[config.mk]
export PLATFORM = sky130hd
export DESIGN_NAME = demux1to4_stream
export DESIGN_NICKNAME = d
export VERILOG_FILES = /design/src/rtl/mux_pkg.sv /design/src/rtl/demux_out_slot.sv /design/src/rtl/demux1to4_stream.sv
export SDC_FILE = /design/constraint.sdc
export NUM_CORES = 1
export LEC_CHECK = 0
export BUFFER_PORTS_ARGS = -buffer_cell sky130_fd_sc_hd__buf_2
export CAP_MARGIN = 20
export CORE_MARGIN = 8
export CORE_UTILIZATION = 47
export CTS_CLUSTER_DIAMETER = 30
export DETAILED_ROUTE_END_ITERATION = 16
export PLACE_DENSITY = 0.76
export SYNTH_ARGS = -nofsm -noshare
export SYNTH_HDL_FRONTEND = slang
export SYNTH_HIERARCHICAL = 1
export SYNTH_SLANG_ARGS = --single-unit
[constraint.sdc]
create_clock -name clk -period 1.4 [get_ports clk]
set_input_delay 0 -clock clk [delete_from_list [all_inputs] [get_ports clk]]
set_output_delay 0 -clock clk [all_outputs]
set_load 0.05 [all_outputs]
[src/rtl/mux_pkg.sv]
// Shared definitions for the mux/demux stream family: channel count and
// select encodings, which match the mux select {s1,s0}.
package mux_pkg;

    localparam int unsigned NUM_CH = 4;

    localparam logic [1:0] SEL_A = 2'b00;
    localparam logic [1:0] SEL_B = 2'b01;
    localparam logic [1:0] SEL_C = 2'b10;
    localparam logic [1:0] SEL_D = 2'b11;

endpackage

[src/rtl/demux_out_slot.sv]
// One output channel: a one-entry word register with a valid/ready
// handshake and a saturating count of delivered words.
module demux_out_slot #(
    parameter int DW = 8,
    parameter int CW = 8
) (
    input  logic          clk,
    input  logic          rst_n,
    input  logic          load,
    input  logic [DW-1:0] load_data,
    input  logic          ready,
    input  logic          count_clr,
    output logic [DW-1:0] data,
    output logic          valid,
    output logic [CW-1:0] count
);

    logic drain;

    assign drain = valid & ready;

    // A load in the same cycle as a drain keeps valid high for back-to-back flow.
    always_ff @(posedge clk or negedge rst_n) begin
        if (!rst_n) begin
            data  <= '0;
            valid <= 1'b0;
        end else if (load) begin
            data  <= load_data;
            valid <= 1'b1;
        end else if (drain) begin
            valid <= 1'b0;
        end
    end

    always_ff @(posedge clk or negedge rst_n) begin
        if (!rst_n) begin
            count <= '0;
        end else if (count_clr) begin
            count <= '0;
        end else if (drain && (count != '1)) begin
            count <= count + CW'(1);
        end
    end

endmodule

[src/rtl/demux1to4_stream.sv]
// Registered 1-to-4 stream demultiplexer: each accepted word is steered by
// in_sel into one of four single-entry output slots.
module demux1to4_stream
    import mux_pkg::*;
#(
    parameter int DW = 8,
    parameter int CW = 8
) (
    input  logic                 clk,
    input  logic                 rst_n,
    input  logic [DW-1:0]        in_data,
    input  logic [1:0]           in_sel,
    input  logic                 in_valid,
    output logic                 in_ready,
    output logic [NUM_CH*DW-1:0] out_data,
    output logic [NUM_CH-1:0]    out_valid,
    input  logic [NUM_CH-1:0]    out_ready,
    output logic [NUM_CH*CW-1:0] count,
    input  logic                 count_clr
);

    logic              accept;
    logic [NUM_CH-1:0] load_sel;

    // Combinational through-path: the selected slot is free or draining now.
    assign in_ready = ~out_valid[in_sel] | out_ready[in_sel];
    assign accept   = in_valid & in_ready;

    always_comb begin
        load_sel = '0;
        case (in_sel)
            SEL_A:   load_sel[0] = accept;
            SEL_B:   load_sel[1] = accept;
            SEL_C:   load_sel[2] = accept;
            SEL_D:   load_sel[3] = accept;
            default: load_sel    = '0;
        endcase
    end

    for (genvar k = 0; k < NUM_CH; k++) begin : g_slot
        demux_out_slot #(
            .DW(DW),
            .CW(CW)
        ) u_slot (
            .clk      (clk),
            .rst_n    (rst_n),
            .load     (load_sel[k]),
            .load_data(in_data),
            .ready    (out_ready[k]),
            .count_clr(count_clr),
            .data     (out_data[k*DW +: DW]),
            .valid    (out_valid[k]),
            .count    (count[k*CW +: CW])
        );
    end

endmodule

==> results.md, run 1 <==
- Setup ws final: -0.215 ns
- First-pass GRT wire length: between 10 and 15 mm
- Fraction of registers with async set/reset: 100%
- Vias/cell: ~5.5
- WP buf/inv: 0
- Number of synthesized flops with an enable pin: 0
- Setup violations, final: 32
- RR Startpoint: g_slot[1].u_slot/count[1]$_DFFE_PN0P_
- RePlAce Congestion: roughly 0.83
- Syn-to-layout area delta: 54.7%
- Initial antenna violation count: 0
- Initial drt markers: 81
- Die W: ~97 um
- VDD IR max: ~0.0012 V
- Final total power: between 5 and 6 mW
- Setup Total Neg Slack: -3.96 ns
- CTS tree: done
- TritonCTS Buffers: 9
- Number of global-route vias before repair: about 2900
- Clock sink count: just under 70
- Global route total overflow: 0
- Clk_lat worst skew: between 0.3 and 0.4 ns
- Clock transition at path regs: ~0.08 ns
- Min Tclk post-route: between 1.5 and 2 ns
- Worst Path Required: between 1.5 and 2 ns
- DP HPWL: 5.83 mm
- Htree depth: 3
- Top_reg_cell synth: dfrtp_1
- Final #Nets: between 400 and 500
- Worst reg2reg path depth: 4
- Gate Count Post-Synth: between 200 and 300
- CP Cell Sequence: ha_4 -> a41o_1 -> or4_1 -> a21oi_1
- Largest family of logic cells by synthesized area: simple AND/OR/NAND/NOR gates
- Setup slack at placement: -0.175 ns
- FP Rows: 29
- Most frequent cells in the layout: 85 x buf_2, 50 x buf_4, 40 x dfrtp_1
- Root Driver: clkbuf_8
- I/O pins: 87
- Simple-Gate Fraction of Synth Area: roughly 14%
- Die ar.: around 9400 um2
- Mux cell area share after synthesis: 13.7%
- DIE HEIGHT: about 97 um
- Reg-to-Reg End: g_slot[1].u_slot/count[6]$_DFFE_PN0P_
- Number of detailed-route iterations in the first pass: 4
- Number of port buffers: 86
- DRT antenna net count: 0
- Clk buf depth: 2
- Max Freq: slightly above 0.6 GHz
- Synth warn: 6
- R2r setup slk: -0.21 ns
- Startpoint Class: flip-flop
- Inserted Diodes: 0
- Adder-Cell Fraction of Synth Area: 1.63%
- Fin crit share: 115%
- All-layer global routing usage: about 18%
- WP data arrival: roughly 1.9 ns
- Vias: 2802
- Yosys reg bits: about 70
- Crit path launch: g_slot[1].u_slot/count[1]$_DFFE_PN0P_
- PD cells: ~1200 nW/um2
- Starting Density: between 40% and 50%
- Final core utilization: 75.0%
- Crit path max-delay family: compound AO/OA/AOI/OAI gates
- CORE AREA: 6350 um2
- Max-cap check violation count: 0
- Share of post-route cells with drive strength above 1: ~61%
- Pleak: between 2 and 2.5 nW
- Setup Skew: between 0.01 and 0.015 ns
- Crit-path slowest cell: dfrtp_2
- RSZ-0062 raised after global routing: true
- Sequential share of the synthesized area: a little under three fifths
- DR WL/cell: between 15 and 20 um
- Failing checks: negative setup slack
- CP endpoint: g_slot[1].u_slot/count[6]$_DFFE_PN0P_
- Mapped Nets: between 200 and 300
- Post-Syn Area: 3080 um2
- Setup crit end kind: flip-flop
- Cell variety after synth: 26
- Synth Area in XOR/XNOR: between 1 and 1.5%
- Slowest stage delay, CP: approximately 0.43 ns
- Pins Over Slew Limit: 0
- Hold WC Path Type: input port to flip-flop
- Slew @ Worst Pin: 0.704 ns
- Count of final hold-check violations: 0
- Routed Wire Length: approximately 9 mm
- Compound-Gate Fraction of Synth Area: a little over a tenth
- WP depth: 4
- Crit path max fanout: 5
- Hold_ws: approximately 0.058 ns
- Run status: finished with violations
- Synthesized area per cell: 11.8 um2
- Largest net degree at the start of global routing: a little under 70
- Drt drc: 0
- Most common cell after layout, fill and taps aside: buf_2
- Setup CP Type: flip-flop to flip-flop
- Worst rel slew slack: 53.1%
==> final cells by class <==
class / instances / area [um2]
Fill cell: 428 / 1590
Sequential cell: 68 / 1740
Clock inverter: 7 / 75.1
Multi-Input combinational cell: 173 / 1550
Inverter: 8 / 30.0
Tap cell: 77 / 96.3
Timing Repair Buffer: 165 / 1150
Clock buffer: 9 / 124
==> how the worst min path moves through the flow <==
stage	startpoint	to	slack, ns	cells past startpoint
after floorplan	rst_n	g_slot[0].u_slot/count[0]$_DFFE_PN0P_	-0.30	0
after global placement	rst_n	g_slot[0].u_slot/count[7]$_DFFE_PN0P_	0.05	2
after detailed placement	rst_n	g_slot[0].u_slot/count[7]$_DFFE_PN0P_	0.05	2
after CTS	out_ready[0]	g_slot[0].u_slot/count[2]$_DFFE_PN0P_	0.04	4
after global routing	out_ready[3]	g_slot[3].u_slot/count[2]$_DFFE_PN0P_	0.09	4
final	out_ready[3]	g_slot[3].u_slot/count[2]$_DFFE_PN0P_	0.06	4
==> Yosys cell counts (2+ instances only) <==
cell | instances | area (um2)
or4_1 | 8 | 60.1
a41o_1 | 4 | 40.0
dfrtp_1 | 68 | 1700
nand2b_4 | 2 | 27.5
buf_6 | 4 | 45.0
or3_1 | 16 | 100
mux2_2 | 32 | 360
nor2_1 | 8 | 30.0
ha_1 | 4 | 50.1
o31ai_1 | 8 | 60.1
nand3_1 | 12 | 60.1
inv_1 | 8 | 30.0
and4b_1 | 2 | 20.0
o21ai_0 | 16 | 80.1
nand2_1 | 12 | 45.0
buf_1 | 4 | 15.0
a21o_1 | 4 | 30.0
and4_1 | 5 | 43.8
nand2b_1 | 2 | 12.5
xor2_1 | 4 | 35.0
a21oi_1 | 24 | 120
nand4_1 | 4 | 25.0
mux2i_1 | 4 | 40.0
clkbuf_1 | 4 | 15.0
==> flip-flops by register name, indices dropped and copies added (netlist names) <==
signal	count
g_slot.u_slot/data	32
g_slot.u_slot/valid	4
g_slot.u_slot/count	32
==> metrics by stage <==
stage / cell area, um2 / cells
after floorplan: 3290 / 261
after global placement: 4180 / 469
after detailed placement: 4180 / 469
after CTS: 4570 / 501
after global routing: 4760 / 507
final: 4760 / 507
==> timing repair <==
| item | CTS | global route |
|---|---|---|
| hold buffers | 13 | 0 |
| pin swaps | 4 | 8 |
| setup endpoints to repair | 40 | 46 |
| resized for setup | 10 | 34 |
| hold endpoints to repair | 104 | 0 |
| buffers inserted | 3 | 6 |
| gates cloned | 0 | 0 |
==> tightest hold or removal path, cell delays in order <==
cell	delay, ns
buf_2	0.12
nand2_1	0.08
or3_1	0.11
a21oi_1	0.06
==> per-layer routing <==
layer	global-route usage [%]	vias to the layer above	wire length, um
met5	0	-	0
met4	6.75	0	156
met3	4.34	15	434
met2	29.5	89	4450
met1	22.8	1390	3920
li1	-	1308	-
==> cell families (layout without fill, tap and decap cells) <==
kind of cell    after synthesis  count (layout)
buf+inv                      20             189
mux                          37              37
compound gates               56              56
simple gates                 72              72
fa+ha+maj                     4               4
flops                        68              68
xor+xnor                      4               4
==> where the power goes <==
| part | switching (mW) | internal (mW) | total, mW |
|---|---|---|---|
| clock | 0.788 | 0.827 | 1.62 |
| sequential | 0.132 | 2.18 | 2.31 |
| combinational | 1.12 | 0.552 | 1.67 |
Power figures use the tool's default switching activity.
==> inputs of run 2 (changes only) <==
- CORE_MARGIN: 8 -> default
==> results.md, run 2 (synthesis results as in run 1) <==
- Slowest stage delay, CP: 0.49 ns (+0.06 ns)
- TritonCTS Buffers: 9 (unchanged)
- DR WL/cell: 15.8 um (-11%)
- Share of post-route cells with drive strength above 1: 59.2% (-2.0 points)
- Clk_lat worst skew: 0.34 ns (about the same)
- Pleak: 2.23 nW (-1.4%)
- Clock transition at path regs: 0.08 ns (about the same)
- Syn-to-layout area delta: 51.6%
- Most common cell after layout, fill and taps aside: buf_2
- Min Tclk post-route: 1.62 ns (+0.00584 ns)
- Setup Total Neg Slack: -3.01 ns (+0.948 ns)
- Placed Instance Area: 4160 um2 (-0.48%)
- WP data arrival: 1.88 ns (+0.02 ns)
- Number of global-route vias before repair: 2735 (-5.2%)
- Die ar.: 6880 um2 (-27%)
- Vias: 2704 (-3.5%)
- Max Freq: 0.617 GHz (-0.36%)
- Final cell area excluding filler cells: 4670 um2 (-2.0%)
- Routed Wire Length: 7.93 mm (-11%)
- Number of detailed-route iterations in the first pass: 4 (unchanged)
- Slew @ Worst Pin: 0.651 ns (-0.0527 ns)
- Clk buf depth: 2 (unchanged)
- Hold WC Path Type: input port to flip-flop
- Vias/cell: 5.38 (-2.7%)
- All-layer global routing usage: 24.1% (+6.0 points)
- VDD IR max: 0.00113 V (-2.7%)
- DRT antenna net count: 0 (unchanged)
- Drt drc: 0 (unchanged)
- Setup crit end kind: flip-flop
- Run status: finished with violations
- Clock sink count: 68 (unchanged)
- CP Cell Sequence: and4_4 -> a41o_4 -> or4_4 -> a21oi_2
- DIE HEIGHT: 82.9 um (-14%)
- CORE AREA: 6350 um2 (unchanged)
- I/O pins: 87 (unchanged)
- Setup violations, final: 24 (-25%)
- Failing checks: negative setup slack
- Inserted Diodes: 0 (unchanged)
- Htree depth: 3 (unchanged)
- Number of port buffers: 86 (unchanged)
- PD cells: 1150 nW/um2 (-1.9%)
- Worst reg2reg path depth: 4 (unchanged)
- Fin crit share: 116% (+0.42 points)
- Count of final hold-check violations: 0 (unchanged)
- Most frequent cells in the layout: 85 x buf_2, 50 x buf_4, 40 x dfrtp_1
- FP Rows: 29 (unchanged)
- RR Startpoint: g_slot[3].u_slot/count[3]$_DFFE_PN0P_
- DP HPWL: 5.26 mm (-9.8%)
- Biggest regs: g_slot.u_slot/count x32, g_slot.u_slot/data x32, g_slot.u_slot/valid x4
- CTS tree: done
- Worst rel slew slack: 56.6% (+3.5 points)
- Global route total overflow: 0 (unchanged)
- Final #Nets: 443 (-0.89%)
- Pins Over Slew Limit: 0 (unchanged)
- RePlAce Congestion: 0.850 (+2.8%)
- Crit path max fanout: 5 (unchanged)
- Reg-to-Reg End: g_slot[3].u_slot/count[5]$_DFFE_PN0P_
- Setup Skew: 0.00988 ns (-0.000378 ns)
- R2r setup slk: -0.22 ns (about the same)
- Startpoint Class: flip-flop
- Hold endpoint: g_slot[0].u_slot/count[2]$_DFFE_PN0P_
- Starting Density: 48.5% (unchanged)
- Setup CP Type: flip-flop to flip-flop
- Max-cap check violation count: 0 (unchanged)
- Fillers: 436 (+1.9%)
- Initial antenna violation count: 0 (unchanged)
- Root Driver: clkbuf_8
- Largest net degree at the start of global routing: 69 (unchanged)
- RSZ-0062 raised after global routing: true
- Die W: 82.9 um (-14%)
- Min-delay src: out_ready[0]
- Crit-path slowest cell: or4_4
- Hold path cells: 4 (unchanged)
- Final total power: 5.38 mW (-3.9%)
- Setup ws final: -0.221 ns (-0.00584 ns)
- Initial drt markers: 110 (+36%)
- Hold_ws: 0.0657 ns (+0.00800 ns)
- Worst Path Required: 1.66 ns (about the same)
- First-pass GRT wire length: 13.1 mm (-7.7%)
## run 2: cell types whose count changed in the layout (fill, tap and decap cells not counted), moves of 2 or more
cell	change
a21oi_1	+4
a21oi_2	-4
buf_6	-3
o31ai_1	+2
o31ai_2	-2
or3_1	+3
or3_4	-3
## run 2: metal layers
| layer | wire (um) | track usage [%] | up-vias |
|---|---|---|---|
| li1 | - | - | 1291 |
| met1 | 3490 | 30.8 | 1328 |
| met2 | 4010 | 39.5 | 74 |
| met3 | 313 | 5.96 | 11 |
| met4 | 115 | 9.72 | 0 |
| met5 | 0 | 0 | - |
## run 2: where the power goes
| group | internal, mW | switching [mW] | leakage, nW |
|---|---|---|---|
| registers | 2.18 | 0.127 | 0.832 |
| logic | 0.549 | 1.10 | 1.31 |
| clock network | 0.647 | 0.776 | 0.0856 |
## run 2: layout make-up
type	count	area, um2	share of cell area, %
sequential	68	1740	37.2
multi-input combinational	173	1540	32.9
timing repair buffer	161	1090	23.5
clock buffer	9	124	2.65
tap	77	96.3	2.06
clock inverter	7	51.3	1.10
inverter	8	30.0	0.643
## run 2: worst max-delay path by stage
| stage | from | endpoint | slack, ns | depth (start not counted) |
|---|---|---|---|---|
| final | g_slot[3].u_slot/count[3]$_DFFE_PN0P_ | g_slot[3].u_slot/count[5]$_DFFE_PN0P_ | -0.22 | 4 |
| after global routing | g_slot[3].u_slot/count[3]$_DFFE_PN0P_ | g_slot[3].u_slot/count[5]$_DFFE_PN0P_ | -0.26 | 4 |
| after CTS | g_slot[1].u_slot/count[1]$_DFFE_PN0P_ | g_slot[1].u_slot/count[5]$_DFFE_PN0P_ | -0.17 | 4 |
| after detailed placement | g_slot[3].u_slot/count[6]$_DFFE_PN0P_ | g_slot[3].u_slot/count[5]$_DFFE_PN0P_ | -0.18 | 4 |
| after global placement | g_slot[2].u_slot/count[6]$_DFFE_PN0P_ | g_slot[2].u_slot/count[5]$_DFFE_PN0P_ | -0.14 | 4 |
| after floorplan | g_slot[0].u_slot/count[0]$_DFFE_PN0P_ | g_slot[0].u_slot/count[5]$_DFFE_PN0P_ | -0.25 | 4 |
## run 2: per-stage QoR
step	utilization, %	setup slack, ns	cells
6_report	73.5	-0.221	503
5_1_grt	73.5	-0.257	503
4_1_cts	71.3	-0.175	500
3_5_place_dp	65.5	-0.175	468
2_1_floorplan	-	-0.248	261
3_3_place_gp	65.5	-0.142	468
## run 2: repair_timing
action	4_1_cts	5_1_grt
pin swaps	5	8
resized for setup	8	26
buffers inserted	3	3
setup endpoints to repair	35	48
hold buffers	13	0
hold endpoints to repair	104	0
## run 2: worst max-delay path: cells and delay by family, from the launching register on
kind	cells	cell delay (ns)
compound gates	2	0.45
flops	1	0.40
simple gates	2	0.69
==> inputs of run 3 (changes only) <==
- CORE_UTILIZATION: 47 -> 52
- PLACE_DENSITY: 0.76 -> 0.8
- TNS_END_PERCENT: default -> 1
- clock period: 1.4 -> 1.7 ns (I/O delays scaled with it)
==> results.md, run 3 (synthesis results as in run 1) <==
- CTS tree: done
- R2r setup slk: 0.07 ns (+0.29 ns)
- Number of port buffers: 86 (unchanged)
- DP HPWL: 4.99 mm (-5.2%)
- Hold WC Path Type: input port to flip-flop
- Initial antenna violation count: 0 (unchanged)
- Syn-to-layout area delta: 38.5%
- Clk_lat worst skew: 0.33 ns (about the same)
- Die ar.: 6230 um2 (-9.4%)
- FP Rows: 27 (-6.9%)
- Setup violations, final: 0 (-100%)
- DRT antenna net count: 0 (unchanged)
- Vias/cell: 5.58 (+3.9%)
- DIE HEIGHT: 79.0 um (-4.8%)
- Setup slack at placement: -0.00213 ns (+0.173 ns)
- Initial drt markers: 92 (-16%)
- All-layer global routing usage: 25.0% (+0.86 points)
- Die W: 79.0 um (-4.8%)
- Vias: 2647 (-2.1%)
- Starting Density: 54.9% (+6.4 points)
- WP buf/inv: 0 (unchanged)
- Hold path cells: 3 (-1)
- Fin crit share: 96.1% (-20 points)
- Hold_ws: 0.0921 ns (+0.0265 ns)
- Clock sink count: 68 (unchanged)
- Slew @ Worst Pin: 0.626 ns (-0.0245 ns)
- Routed Wire Length: 7.67 mm (-3.2%)
- Setup CP Type: flip-flop to flip-flop
- Final total power: 4.52 mW (-16%)
- RePlAce Congestion: 0.807 (-5.1%)
- Min Tclk post-route: 1.63 ns (+0.0131 ns)
- Startpoint Class: flip-flop
- Min-delay src: in_valid
- Crit path max-delay family: simple AND/OR/NAND/NOR gates
- Switching part of the total: 37.2% (-0.055 points)
- Setup Skew: 0.0116 ns (+0.00174 ns)
- Sequential Power Share: 42.0% (-0.9 points)
- TritonCTS Buffers: 9 (unchanged)
- WP data arrival: 1.88 ns (about the same)
- Pleak: 2.01 nW (-9.9%)
- Count of final hold-check violations: 0 (unchanged)
- Worst rel slew slack: 58.2% (+1.6 points)
- First-pass GRT wire length: 12.0 mm (-8.7%)
- Drt drc: 0 (unchanged)
- CP Cell Sequence: and4_1 -> a41o_4 -> or4_1 -> a21oi_1
- Worst Path Required: 1.95 ns (+0.29 ns)
- Most common cell after layout, fill and taps aside: buf_2
- Final #Nets: 419 (-5.4%)
- Htree depth: 3 (unchanged)
- Clock Power Share: 30.5% (+4.0 points)
- Internal: 2.84 mW (-16%)
- I/O pins: 87 (unchanged)
- Number of detailed-route iterations in the first pass: 4 (unchanged)
- Setup Total Neg Slack: 0 ns (+3.01 ns)
- Logic pwr share: 27.5% (-3.1 points)
- Reg-to-Reg End: g_slot[0].u_slot/count[5]$_DFFE_PN0P_
- Root Driver: clkbuf_8
- Setup ws final: 0.0662 ns (+0.287 ns)
- Max Freq: 0.612 GHz (-0.80%)
- Number of global-route vias before repair: 2510 (-8.2%)
- Setup crit end kind: flip-flop
- Fillers: 393 (-9.9%)
- PD cells: 1060 nW/um2 (-8.1%)
- Pins Over Slew Limit: 0 (unchanged)
- Largest net degree at the start of global routing: 69 (unchanged)
- Max-cap check violation count: 0 (unchanged)
- Inserted Diodes: 0 (unchanged)
- Clk buf depth: 2 (unchanged)
- Run status: finished, final reports clean
- Final core utilization: 76.1% (+2.5 points)
- VDD IR max: 0.00122 V (+7.6%)
- Hold endpoint: g_slot[3].u_slot/valid$_DFFE_PN0P_
- NetSw: 1.68 mW (-16%)
- Global route total overflow: 0 (unchanged)
- Slowest stage delay, CP: 0.47 ns (-0.02 ns)
- Worst reg2reg path depth: 4 (unchanged)
- Most frequent cells in the layout: 86 x buf_2, 42 x dfrtp_1, 35 x buf_4
- Clock transition at path regs: 0.08 ns (about the same)
- RR Startpoint: g_slot[0].u_slot/count[5]$_DFFE_PN0P_
- DR WL/cell: 16.2 um (+2.7%)
- CORE AREA: 5610 um2 (-12%)
- RSZ-0062 raised after global routing: true
- Crit-path slowest cell: or4_1
- Crit path max fanout: 11 (+6)
- Share of post-route cells with drive strength above 1: 52.5% (-6.7 points)
- Biggest regs: g_slot.u_slot/count x32, g_slot.u_slot/data x32, g_slot.u_slot/valid x4
[run 3: area by class of cell]
| type | instances | area (um2) | area share, % |
|---|---|---|---|
| inverter | 8 | 30.0 | 0.704 |
| clock buffer | 9 | 124 | 2.90 |
| clock inverter | 7 | 81.3 | 1.91 |
| timing repair buffer | 135 | 843 | 19.8 |
| tap | 72 | 90.1 | 2.11 |
| multi-input combinational | 175 | 1360 | 31.9 |
| sequential | 68 | 1730 | 40.7 |
[run 3: power groups by stage]
stage          logic [mW]  registers (mW)  clock network (mW)
5_1_grt              1.29            1.92                1.47
3_3_place_gp         1.18            1.90                   0
3_5_place_dp         1.20            1.92                   0
4_1_cts              1.23            1.89                1.39
2_1_floorplan       0.238            2.55                   0
6_report             1.24            1.90                1.38
[run 3: worst min-delay path: cells and delay by family]
family | cells | cell delay [ns]
buffers and inverters | 1 | 0.10
and+or+nand+nor | 1 | 0.21
AOI/OAI and AO/OA | 1 | 0.08
[run 3: timing repair]
action / 4_1_cts / 5_1_grt
pin swaps: 0 / 3
endpoints found under the setup margin: 2 / 6
hold buffers: 13 / 0
endpoints found under the hold margin: 104 / 0
gates resized for setup: 2 / 11
buffers inserted: 0 / 1
cloned: 0 / 2
[run 3: metal layers]
| metal | routed length (um) | track usage [%] | part of all wire, % | vias to the layer above |
|---|---|---|---|---|
| li1 | - | - | - | 1247 |
| met1 | 3150 | 30.5 | 41 | 1309 |
| met2 | 4010 | 43.2 | 52 | 80 |
| met3 | 455 | 6.78 | 5.9 | 11 |
| met4 | 59 | 7.82 | 0.77 | 0 |
| met5 | 0 | 0 | 0 | - |
[run 3: how the worst max path moves through the flow]
stage | startpoint | slack, ns | cells past startpoint | end
global route | g_slot[2].u_slot/count[5]$_DFFE_PN0P_ | -0.02 | 4 | g_slot[2].u_slot/count[5]$_DFFE_PN0P_
finish | g_slot[0].u_slot/count[5]$_DFFE_PN0P_ | 0.07 | 4 | g_slot[0].u_slot/count[5]$_DFFE_PN0P_
CTS | g_slot[2].u_slot/count[6]$_DFFE_PN0P_ | 0.0009 | 4 | g_slot[2].u_slot/count[5]$_DFFE_PN0P_
detailed placement | g_slot[2].u_slot/count[6]$_DFFE_PN0P_ | -0.002 | 4 | g_slot[2].u_slot/count[5]$_DFFE_PN0P_
global placement | g_slot[1].u_slot/count[5]$_DFFE_PN0P_ | 0.05 | 4 | g_slot[1].u_slot/count[5]$_DFFE_PN0P_
floorplan | g_slot[0].u_slot/count[0]$_DFFE_PN0P_ | -0.007 | 5 | g_slot[0].u_slot/count[4]$_DFFE_PN0P_
[run 3: stage by stage]
step                      area (um2)  instances
after CTS                       4180        471
final                           4270        474
after global routing            4270        474
after global placement          3840        442
after detailed placement        3840        442
after floorplan                 3110        261
